[config.mk]
export PLATFORM = sky130hd
export DESIGN_NAME = call_stack_lifo
export DESIGN_NICKNAME = d
export VERILOG_FILES = /design/src/rtl/call_stack_lifo.sv
export SDC_FILE = /design/constraint.sdc
export NUM_CORES = 1
export LEC_CHECK = 0
export ABC_AREA = 1
export CORE_UTILIZATION = 50
export CTS_BUF_LIST = sky130_fd_sc_hd__clkbuf_8
export DETAILED_ROUTE_END_ITERATION = 10
export DONT_BUFFER_PORTS = 1
export HOLD_SLACK_MARGIN = 0.12
export PLACE_DENSITY = 0.64
export SYNTH_ARGS = -nofsm -noshare
export SYNTH_HDL_FRONTEND = slang
export SYNTH_SLANG_ARGS = --single-unit
export TNS_END_PERCENT = 10
[constraint.sdc]
create_clock -name clk -period 2.8 [get_ports clk]
set_input_delay 0.56 -clock clk [delete_from_list [all_inputs] [get_ports clk]]
set_output_delay 0.56 -clock clk [all_outputs]
set_load 0.01 [all_outputs]
[src/rtl/call_stack_lifo.sv]
`default_nettype none
// ============================================================================
// Module      : call_stack_lifo
// Description : Register-array LIFO with combinational top-of-stack read,
//               saturating pointer and sticky overflow/underflow flags.
// Revision    : 1.0 - initial release
// ============================================================================
module call_stack_lifo #(
    parameter int WIDTH = 16,
    parameter int DEPTH = 16,
    parameter int PTR_W = 5
) (
    input  logic             clk,
    input  logic             reset,
    input  logic             pushEn,
    input  logic             popEn,
    input  logic             clear,
    input  logic [WIDTH-1:0] dataIn,
    output logic [WIDTH-1:0] stackOut,
    output logic             stackFull,
    output logic             stackEmpty,
    output logic [PTR_W-1:0] count,
    output logic             overflow,
    output logic             underflow
);

    localparam int               c_IDX_W     = (DEPTH > 1) ? $clog2(DEPTH) : 1;
    localparam logic [PTR_W-1:0] c_DEPTH_PTR = PTR_W'(DEPTH);
    localparam logic [PTR_W-1:0] c_ONE       = PTR_W'(1);

    logic [WIDTH-1:0]   r_mem [0:DEPTH-1];
    logic [PTR_W-1:0]   r_sp;
    logic               r_overflow;
    logic               r_underflow;

    logic               w_full;
    logic               w_empty;
    logic [c_IDX_W-1:0] w_top_idx;
    logic [c_IDX_W-1:0] w_wr_idx;
    logic               w_wr_en;
    logic [PTR_W-1:0]   w_sp_next;

    assign w_full    = (r_sp == c_DEPTH_PTR);
    assign w_empty   = (r_sp == '0);
    assign w_top_idx = c_IDX_W'(r_sp - c_ONE);

    // Simultaneous push+pop on a non-empty stack overwrites the top in place;
    // on an empty stack it degenerates to a plain push into entry 0.
    always_comb begin
        w_wr_en   = 1'b0;
        w_wr_idx  = c_IDX_W'(r_sp);
        w_sp_next = r_sp;
        if (!reset && !clear) begin
            if (pushEn && popEn) begin
                w_wr_en = 1'b1;
                if (w_empty) begin
                    w_sp_next = c_ONE;
                end else begin
                    w_wr_idx = w_top_idx;
                end
            end else if (pushEn) begin
                if (!w_full) begin
                    w_wr_en   = 1'b1;
                    w_sp_next = r_sp + c_ONE;
                end
            end else if (popEn) begin
                if (!w_empty) begin
                    w_sp_next = r_sp - c_ONE;
                end
            end
        end
    end

    always_ff @(posedge clk) begin
        if (reset) begin
            r_sp        <= '0;
            r_overflow  <= 1'b0;
            r_underflow <= 1'b0;
        end else if (clear) begin
            r_sp        <= '0;
            r_overflow  <= 1'b0;
            r_underflow <= 1'b0;
        end else begin
            r_sp <= w_sp_next;
            if (pushEn && !popEn && w_full) begin
                r_overflow <= 1'b1;
            end
            if (popEn && !pushEn && w_empty) begin
                r_underflow <= 1'b1;
            end
        end
    end

    // Storage is deliberately left out of reset; only entries below sp are visible.
    always_ff @(posedge clk) begin
        if (w_wr_en) begin
            r_mem[w_wr_idx] <= dataIn;
        end
    end

    assign stackOut   = w_empty ? '0 : r_mem[w_top_idx];
    assign stackFull  = w_full;
    assign stackEmpty = w_empty;
    assign count      = r_sp;
    assign overflow   = r_overflow;
    assign underflow  = r_underflow;

endmodule
`default_nettype wire

; Word level (Yosys, flattened, before mapping)
; Memory sizes are Yosys's and may differ from the RTL's.
; Cells that the tools add are included.
[word_totals]
register_bits = 7
ramBits = 256
inputBits = 21
elab_cells = 40
n_memories = 1
[op_classes]
n_addsub = 2
eq_ne = 4
n_mux = 16
n_reduce_logical = 14
[memory_table]
columns = name, words, word_bits, rd, rd_clocked_by_memory_dff, write_ports, line
row1 = r_mem, 16, 16, 1, 0, 1, 31  ; logic [WIDTH-1:0] r_mem [0:DEPTH-1];
[op_table]
columns = cell, n
row1 = $mux 5, 6
row2 = $mux 16, 1
row3 = $mux 4, 3
row4 = $logic_and 1x1->1, 6
row5 = $mux 1, 6
row6 = $ne 3x2->1 const B, 2
row7 = $add 5x1->5 const B, 1
row8 = $eq 5x5->1 const B, 1
row9 = $logic_not 5->1, 1
row10 = $reduce_and 5->1, 1
row11 = $sub 5x1->5 const B, 1
row12 = $logic_not 1->1, 4
row13 = $reduce_bool 3->1, 1
row14 = $ne 2x2->1 const B, 1
row15 = $reduce_or 2->1, 1

; Depth between registers and ports, before layout
; Gate-level depths: netlist (run 1).
[depth]
ltp_word = 7
mapped_depth = 13

; Least setup slack after synthesis (run 1)
; OpenSTA, ideal clock, no wires.
[synth_path]
path_type = register to register
start = register r_sp[0], in the netlist count[0]
end = memory r_mem[10][0] (enable)
setup_ns = 0.388
t_arrival_ns = 2.496
t_required_ns = 2.412
slack_ns = -0.085
stages_incl_launch_ff = 12
path_cell_list = dfxtp_1 > inv_2 > buf_2 > buf_2 > ha_1 > xnor2_4 > inv_2 > nand2_2 > nand2_1 > nor2_2 > nand2_2 > nor2_1
[synth_via]
elab_chain_cells = 7
word_cells_on_any_way = 12
cone_classes = 1 x add/sub / 1 x eq/ne / 9 x mux / 1 x reduce/logical
[synth_lines]
columns = item, line
row1 = start: declaration, 32  ; logic [PTR_W-1:0] r_sp;
row2 = start signal: assignment, 84  ; r_sp <= w_sp_next;
row3 = $eq 5x5->1, 43  ; assign w_full = (r_sp == c_DEPTH_PTR);
row4 = $mux 1, 62  ; if (!w_full) begin
row5 = $mux 1, 61  ; end else if (pushEn) begin
row6 = $mux 1, 54  ; if (pushEn && popEn) begin
row7 = $mux 1, 53  ; if (!reset && !clear) begin
row8 = $mux 1, 96  ; if (w_wr_en) begin
row9 = $mux 1 (implied by the code), 97  ; r_mem[w_wr_idx] <= dataIn;
row10 = end: declaration, 31
; Parallel ways exist; a longest one is shown, timed or not.

; Worst setup path after layout (run 1)
[layout_path]
start = register r_sp[0], in the netlist count[0]
end = output stackOut[0]
[layout_via]
elab_chain_cells = 3
word_cells_on_any_way = 4
cone_classes = 1 x add/sub / 1 x mux / 1 x reduce/logical / 1 x memory
[layout_lines]
columns = item, line
row1 = $sub 5x1->5, n/a
row2 = $mem_v2 16x16, n/a
row3 = $mux 16 *, 101  ; assign stackOut = w_empty ? '0 : r_mem[w_top_idx];
row4 = end: declaration, 19  ; output logic [WIDTH-1:0] stackOut,
; Every way passes the cells marked *; elsewhere a longest branch is shown, timed or not.

==> results of run 1 <==
==> area by class of cell <==
cell class | instances | area, sq um
inverter | 22 | 95.09
clock inverter | 28 | 117.6
sequential | 263 | 7835
fill | 1704 | 8451
tap | 275 | 344.1
timing repair buffer | 69 | 877.1
clock buffer | 44 | 605.6
multi-input combinational | 557 | 2829
==> power by group through the flow <==
stage | sequential, W | clock [W] | combinational, W
2_1_floorplan | 0.00444 | 0 | 0.000774
3_3_place_gp | 0.00444 | 0 | 0.00116
3_5_place_dp | 0.00444 | 0 | 0.00116
4_1_cts | 0.00436 | 0.00295 | 0.00135
5_1_grt | 0.00436 | 0.00312 | 0.00155
6_report | 0.00436 | 0.00291 | 0.00143
==> stage by stage <==
stage | util | total power (W) | TNS [ns] | setup WS [ns] | instances
3_3_place_gp | 0.5452 | 0.005603 | 0 | 0.3122 | 1164
4_1_cts | 0.5943 | 0.008656 | -0.1150 | -0.04502 | 1254
6_report | 0.6005 | 0.008704 | -0.005151 | -0.005151 | 1258
5_1_grt | 0.6005 | 0.009031 | -0.8923 | -0.08719 | 1258
2_1_floorplan | - | 0.005213 | -12.50 | -0.08484 | 893
3_5_place_dp | 0.5452 | 0.005607 | 0 | 0.2990 | 1164
==> registers in the layout, summed over array words and instances, names as in the netlist <==
signal	cells
count	5
r_mem	256
underflow	1
overflow	1
==> routing by layer <==
layer / part of all wire / vias to the layer above / GRT usage
li1: - / 3337 / -
met4: 0.038 / 0 / 0.1133
met5: 0 / - / 0
met3: 0.075 / 68 / 0.05915
met2: 0.46 / 264 / 0.3935
met1: 0.42 / 3560 / 0.3390
==> logic make-up (layout without fill, tap and decap cells) <==
logic type,count (synthesis),count (layout),synth area share
XOR/XNOR,5,5,0.007827
adder cells (fa/ha/maj),3,3,0.003453
AO/OA/AOI/OAI,176,176,0.09011
flip-flops,263,263,0.7200
AND/OR/NAND/NOR,373,373,0.1478
buffers and inverters,73,163,0.03084
==> what timing repair did <==
| item | 4_1_cts | 5_1_grt |
|---|---|---|
| hold buffers | 16 | 0 |
| gates cloned | 2 | 1 |
| setup endpoints to repair | 16 | 16 |
| gates resized for setup | 27 | 26 |
| hold endpoints to repair | 256 | 0 |
| pin swaps | 0 | 12 |
| buffers inserted | 0 | 3 |
==> worst register-to-register path, stage by stage (launching register included) <==
cell,delay (ns)
dfxtp_4,0.39
inv_6,0.07
ha_2,0.23
xnor2_4,0.28
inv_4,0.16
nand2_2,0.12
nand2_1,0.06
nor2_2,0.15
nand2_2,0.13
nor2_2,0.18
buf_4,0.27
==> path summary, 6_finish.rpt <==
path                          from                      to  slack (ns)  cells after the start
min reg2reg  overflow$_SDFFE_PP0P_   overflow$_SDFFE_PP0P_        0.53                      2
max reg2reg  count[0]$_SDFFE_PP0P_  r_mem[1][14]$_DFFE_PP_        0.46                     10
min                          popEn  underflow$_SDFFE_PP0P_        0.21                      2
max          count[0]$_SDFFE_PP0P_             stackOut[0]      -0.005                      9
==> placed cells by master (no fill, tap or decap), types with 3 or more instances in the layout <==
master / count
o21ai_2: 10
nand2_2: 9
nand3_1: 81
a21oi_2: 4
inv_2: 6
o211ai_1: 28
o22ai_1: 3
buf_4: 30
nand2_1: 119
clkinv_2: 3
inv_1: 26
a21oi_1: 21
buf_16: 3
edfxtp_1: 256
nor2_1: 127
dlygate4sd3_1: 16
xor2_2: 3
nand4_1: 3
nor2_2: 26
clkbuf_8: 44
clkinv_1: 10
o21ai_1: 12
o21ai_0: 95
buf_12: 17
dfxtp_1: 5
==> impl_results.md, run 1 <==
* Antenna Nets Post-Route at 0
* Leakage at 4.403 nW
* Layout net count at slightly below 1,000
* Top area cells in the synthesized netlist: edfxtp_1, nor2_1, o21ai_0
* DRT Wirelength at about 28 mm
* RSZ-0062 raised after global routing: true
* MaxCap Viol Count at 0
* CP peak stage delay at between 0.3 and 0.4 ns
* Slew Viols, Final at 0
* Most frequent cell after synthesis: edfxtp_1
* Top-area cell type share of the netlist area at 0.7071
* Largest net degree at the start of global routing at 133
* Post-synth top cells: edfxtp_1, nor2_1, nand2_1
* First-pass GRT wire length at 41.23 mm
* Number of CTS-inserted buffers at 43
* Critical Path RT at 2.24 ns
* Placer congestion estimate at 0.7939
* CP startpoint kind: flop
* Final setup fails at 1
* Hold Fails Final Rpt at 0
* Most used cell, CP: nand3_1
* Crit path DAT at 2.25 ns
* CTS tree: built
* Syn. warnings at 0
* DRC at 0
* Core area at 21,150 sq um
* Synth Flop Type: edfxtp_1
* Rel. slew slack at 0.5151
* Ant diodes at 0
* Critical path's top delay family: buffers and inverters
* Worst path cell trace: inv_6, ha_2, xnor2_4, inv_4, buf_6, nand3_1, nand3_1, nand2_1, nor2_2
* Width of the die at 149.5 um
* Yosys cell types at 36
* Routed via count at between 7,000 and 8,000
* Slew @ Worst Pin at 0.7249 ns
* WS Path Type: reg2out
* Depth of the CTS H-tree at 2
* First drt pass iteration count at 5
* Logic pwr share at 0.164
* Post-synth ARST share at 0
* Final min period at 2.805 ns
* Detail Placement HPWL at 15.13 mm
* Starting Density at 0.5139
* Top-Level Pins at 46
* Final period utilization at 1.002
* CTS root buf: clkbuf_8
* Syn_nets at ~920
* Maximum vdd drop at 0.0003901 V
* Final hold slack at 0.2070 ns
* Critical path capture point type: output port
* Rows at between 50 and 60
* Worst-path clk slew at 0.06 ns
* Total gr overflow at 0
* Cells after synthesis at 893
* Post-synth EDFFs at 256
* Flip-flop and latch count after synthesis at 263
* Int Power at 0.006289 W
* Vias per inst at 5.746
* Mapped Avg Cell Area at approximately 12 sq um
* Min-delay worst type: in2reg
* Fmax at 0.3565 GHz
* Clk_skew at 0.01846 ns
* Maximum fanout along the worst path at 13
* Gr usage total at 0.2529
* Register area share after synthesis at 0.7200
* Failing checks: negative setup slack
* Cell Area, Placed at 11,530 sq um
* DR WL/cell at between 20 and 25 um
* Crit path buffers/inverters at 3
* Worst Setup Slack, final at -0.005151 ns
* Slowest-stage cell, CP: dfxtp_4
* Clock Sinks at 263
* Status: finished with violations
* Die Footprint at 22,340 sq um
* P_sw at 0.002415 W
* Sequential share of power at 0.501
* Vias in the first global route at around 7,000
* Die span in y at 149.5 um
* Clock power share at 0.334
* Layout cells sized above 1 at 0.1801
* Synth area leader: edfxtp_1
* Initial antenna violation count at 0
* Worst-Skew Late Latency at about 0.56 ns
* Mapped cell area at 10,870 sq um
* Post-route cell area at 12,700 sq um
* Number of DRC markers in iteration 0 at 698
* Clock Tree Buf Depth at 3
* Pwr Density at 685.2 nW/um^2
* Sw Share at 0.2775
* Layout area overhead at 16.85%
* Port Buffers at 0
No activity file was read; power rests on OpenSTA's default activity.
==> run 2, diff against run 1 <==
Settings changed: ABC_AREA 1 to default, DONT_BUFFER_PORTS 1 to default, PLACE_DENSITY 0.64 to 0.66.
==> impl_results.md, run 2 <==
* Status: finished with violations
* Failing checks: negative setup slack
* XOR/XNOR Fraction of Synth Area at 0.002380
* Crit path DAT at 2.38 ns
* P_sw at 0.002117 W
* Worst-path clk slew at 0.06 ns
* Sw Share at 0.2400
* Top-area cell type share of the netlist area at 0.7312
* Core area at 20,430 sq um
* Compound-Gate Fraction of Synth Area at 0.03618
* DRT Wirelength at 23.38 mm
* Most frequent cell after synthesis: edfxtp_1
* Rel. slew slack at 0.3679
* Leakage at roughly 4.4 nW
* Worst-Skew Late Latency at 0.54 ns
* Placed Cells at about 860
* Total gr overflow at 0
* Pwr Density at roughly 660 nW/um^2
* Gr usage total at 0.2261
* First-pass GRT wire length at ~35 mm
* Layout cells sized above 1 at 0.4009
* Synthesized-area fraction occupied by adder cells at 0.003570
* Top area cells in the synthesized netlist: edfxtp_1, mux4_2, mux2i_1
* Cts hold-fix bufs at 0
* Die Footprint at 21,610 sq um
* Layout net count at approximately 670
* RSZ-0062 raised after global routing: true
* DRC at 0
* CP startpoint kind: flop
* Critical Path RT at ~2.2 ns
* DR WL/cell at 24.69 um
* Starting Density at 0.5146
* Placer congestion estimate at a little over 0.8
* Number of CTS-inserted buffers at 42
* Layout area overhead at 27.32%
* Setup_tns at -1.704 ns
* Worst Setup Slack, final at -0.1404 ns
* Maximum fanout along the worst path at 8
* Min-delay worst type: reg2reg
* Antenna Nets Post-Route at 0
* Final setup fails at 16
* Clock Sinks at around 260
* Vias per inst at 5.809
* Area of the multi-input gates at 2912 sq um
* Top-Level Pins at 46
* Hold Fails Final Rpt at 0
* Critical path capture point type: output port
* Depth of the CTS H-tree at 2
* Largest family of logic cells by synthesized area: multiplexers
* Flip-flop and latch count after synthesis at 263
* Logic pwr share at 0.160
* Routed via count at about 5,500
* Rows at 52
* Post-synth top cells: edfxtp_1, mux4_2, mux2i_1
* First drt pass iteration count at 5
* Port Buffers at 45
* Largest Register: r_mem
* WS Path Type: reg2out
* Final period utilization at 1.050
* CTS tree: built
* Post-synthesis mux area share at 0.1695
* Maximum vdd drop at slightly below 0.0004 V
* Post-synth ARST share at 0
* Initial antenna violation count at 1
* Syn. warnings at 0
* Reg area at 7833 sq um
* Synth area leader: edfxtp_1
* Register area share after synthesis at 0.7445
* CTS root buf: clkbuf_8
* Syn_nets at 533
* Fmax at 0.3401 GHz
* Sequential share of power at 0.494
* Cell Count, Final, Fillers Out at between 900 and 1,000
* Final min period at 2.940 ns
* Mapped cell area at 10,510 sq um
* Width of the die at 147.0 um
* Cells after synthesis at 509
* Synth Area in Simple Gates at 0.02975
* Die span in y at 147.0 um
* Synth Flop Type: edfxtp_1
* Detail Placement HPWL at between 10 and 15 mm
* Slew @ Worst Pin at between 0.9 and 1 ns
* Clk_skew at 0.01885 ns
* Commonest non-fill, non-tap cell in the layout: edfxtp_1
* Clock Tree Buf Depth at 3
* Yosys cell types at 45
* Most frequent cells in the layout: edfxtp_1, mux4_2, clkbuf_8
* Clock power share at 0.346
* Largest net degree at the start of global routing at 33
* MaxCap Viol Count at 0
* Post-synth EDFFs at 256
* Number of DRC markers in iteration 0 at 349
* Int Power at 0.006703 W
* Max reg flops at approximately 260
* Vias in the first global route at 5,783
* Slew Viols, Final at 0
* Mapped Avg Cell Area at 20.66 sq um
* Fillers at 1,382
==> run 2: cell types whose count changed in the layout (fill, tap and decap cells not counted), moves of 64 or more <==
cell and change:
nand2_1 -112, o21ai_0 -91, nor2_1 -122, nand3_1 -81
mux4_2 +64
==> run 2: metrics by stage <==
step / hold slack, ns / total power (W) / worst slack, ns / util / instance area (sq um)
after floorplan: 0.5047 / 0.005169 / -0.08082 / - / 10830
after global placement: 0.4547 / 0.005687 / -0.06688 / 0.6044 / 12350
after detailed placement: 0.4588 / 0.005711 / -0.1085 / 0.6044 / 12350
after CTS: 0.4982 / 0.008862 / -0.2924 / 0.6513 / 13310
after global routing: 0.5188 / 0.009132 / -0.2364 / 0.6551 / 13380
final: 0.4923 / 0.008820 / -0.1404 / 0.6553 / 13390
==> run 2: cell type report <==
cell class / count / share of cell area
diodes: 1 / 0.0001869
clock buffers: 44 / 0.04524
clock inverters: 27 / 0.01280
inverters: 5 / 0.001869
multi-input cells: 211 / 0.2175
flip-flops and latches: 263 / 0.5851
well taps: 270 / 0.02524
repair buffers: 126 / 0.1121
==> run 2: routing by layer <==
layer  GRT usage  part of all wire  up-vias
met5           0                 0        -
met4     0.05928             0.017        0
met3     0.04224             0.048       36
met2      0.3756              0.51      130
met1      0.3114              0.43     2900
li1            -                 -     2435
==> run 2: power by group through the flow <==
stage / Sequential [W] / Clock, W / Combinational [W]
after floorplan: 0.00444 / 0 / 0.000727
after global placement: 0.00444 / 0 / 0.00125
after detailed placement: 0.00444 / 0 / 0.00127
after CTS: 0.00436 / 0.00312 / 0.00138
after global routing: 0.00436 / 0.00327 / 0.00150
final: 0.00436 / 0.00305 / 0.00141
==> run 2: worst paths after layout <==
kind | cells past startpoint | slack [ns] | end | startpoint
max | 9 | -0.14 | stackOut[4] | count[0]$_SDFFE_PP0P_
min | 1 | 0.49 | underflow$_SDFFE_PP0P_ | underflow$_SDFFE_PP0P_
max reg2reg | 9 | 0.13 | r_mem[0][5]$_DFFE_PP_ | count[0]$_SDFFE_PP0P_
min reg2reg | 1 | 0.49 | underflow$_SDFFE_PP0P_ | underflow$_SDFFE_PP0P_
==> run 2: kinds of logic (layout without fill, tap and decap cells) <==
group	Yosys count	count (layout)
AO/OA/AOI/OAI	54	54
XOR/XNOR	2	2
adder cells (fa/ha/maj)	3	3
buffers and inverters	35	202
flip-flops	263	263
multiplexers	98	98
other	0	1
AND/OR/NAND/NOR	54	54
==> run 2: worst max-delay path, stage by stage (launching register included) <==
cell and delay [ns]:
dfxtp_4 0.36, buf_4 0.13, or3_4 0.36, xor2_4 0.17, buf_12 0.16, buf_16 0.15
buf_6 0.10, mux2i_1 0.16, o22ai_1 0.09, buf_2 0.15
==> run 2: what timing repair did <==
action                                  in CTS  in global routing
pin swaps                                    6                  5
buffers inserted                             8                  0
resized for setup                           65                 29
gates cloned                                 2                  2
endpoints found under the setup margin      18                 20
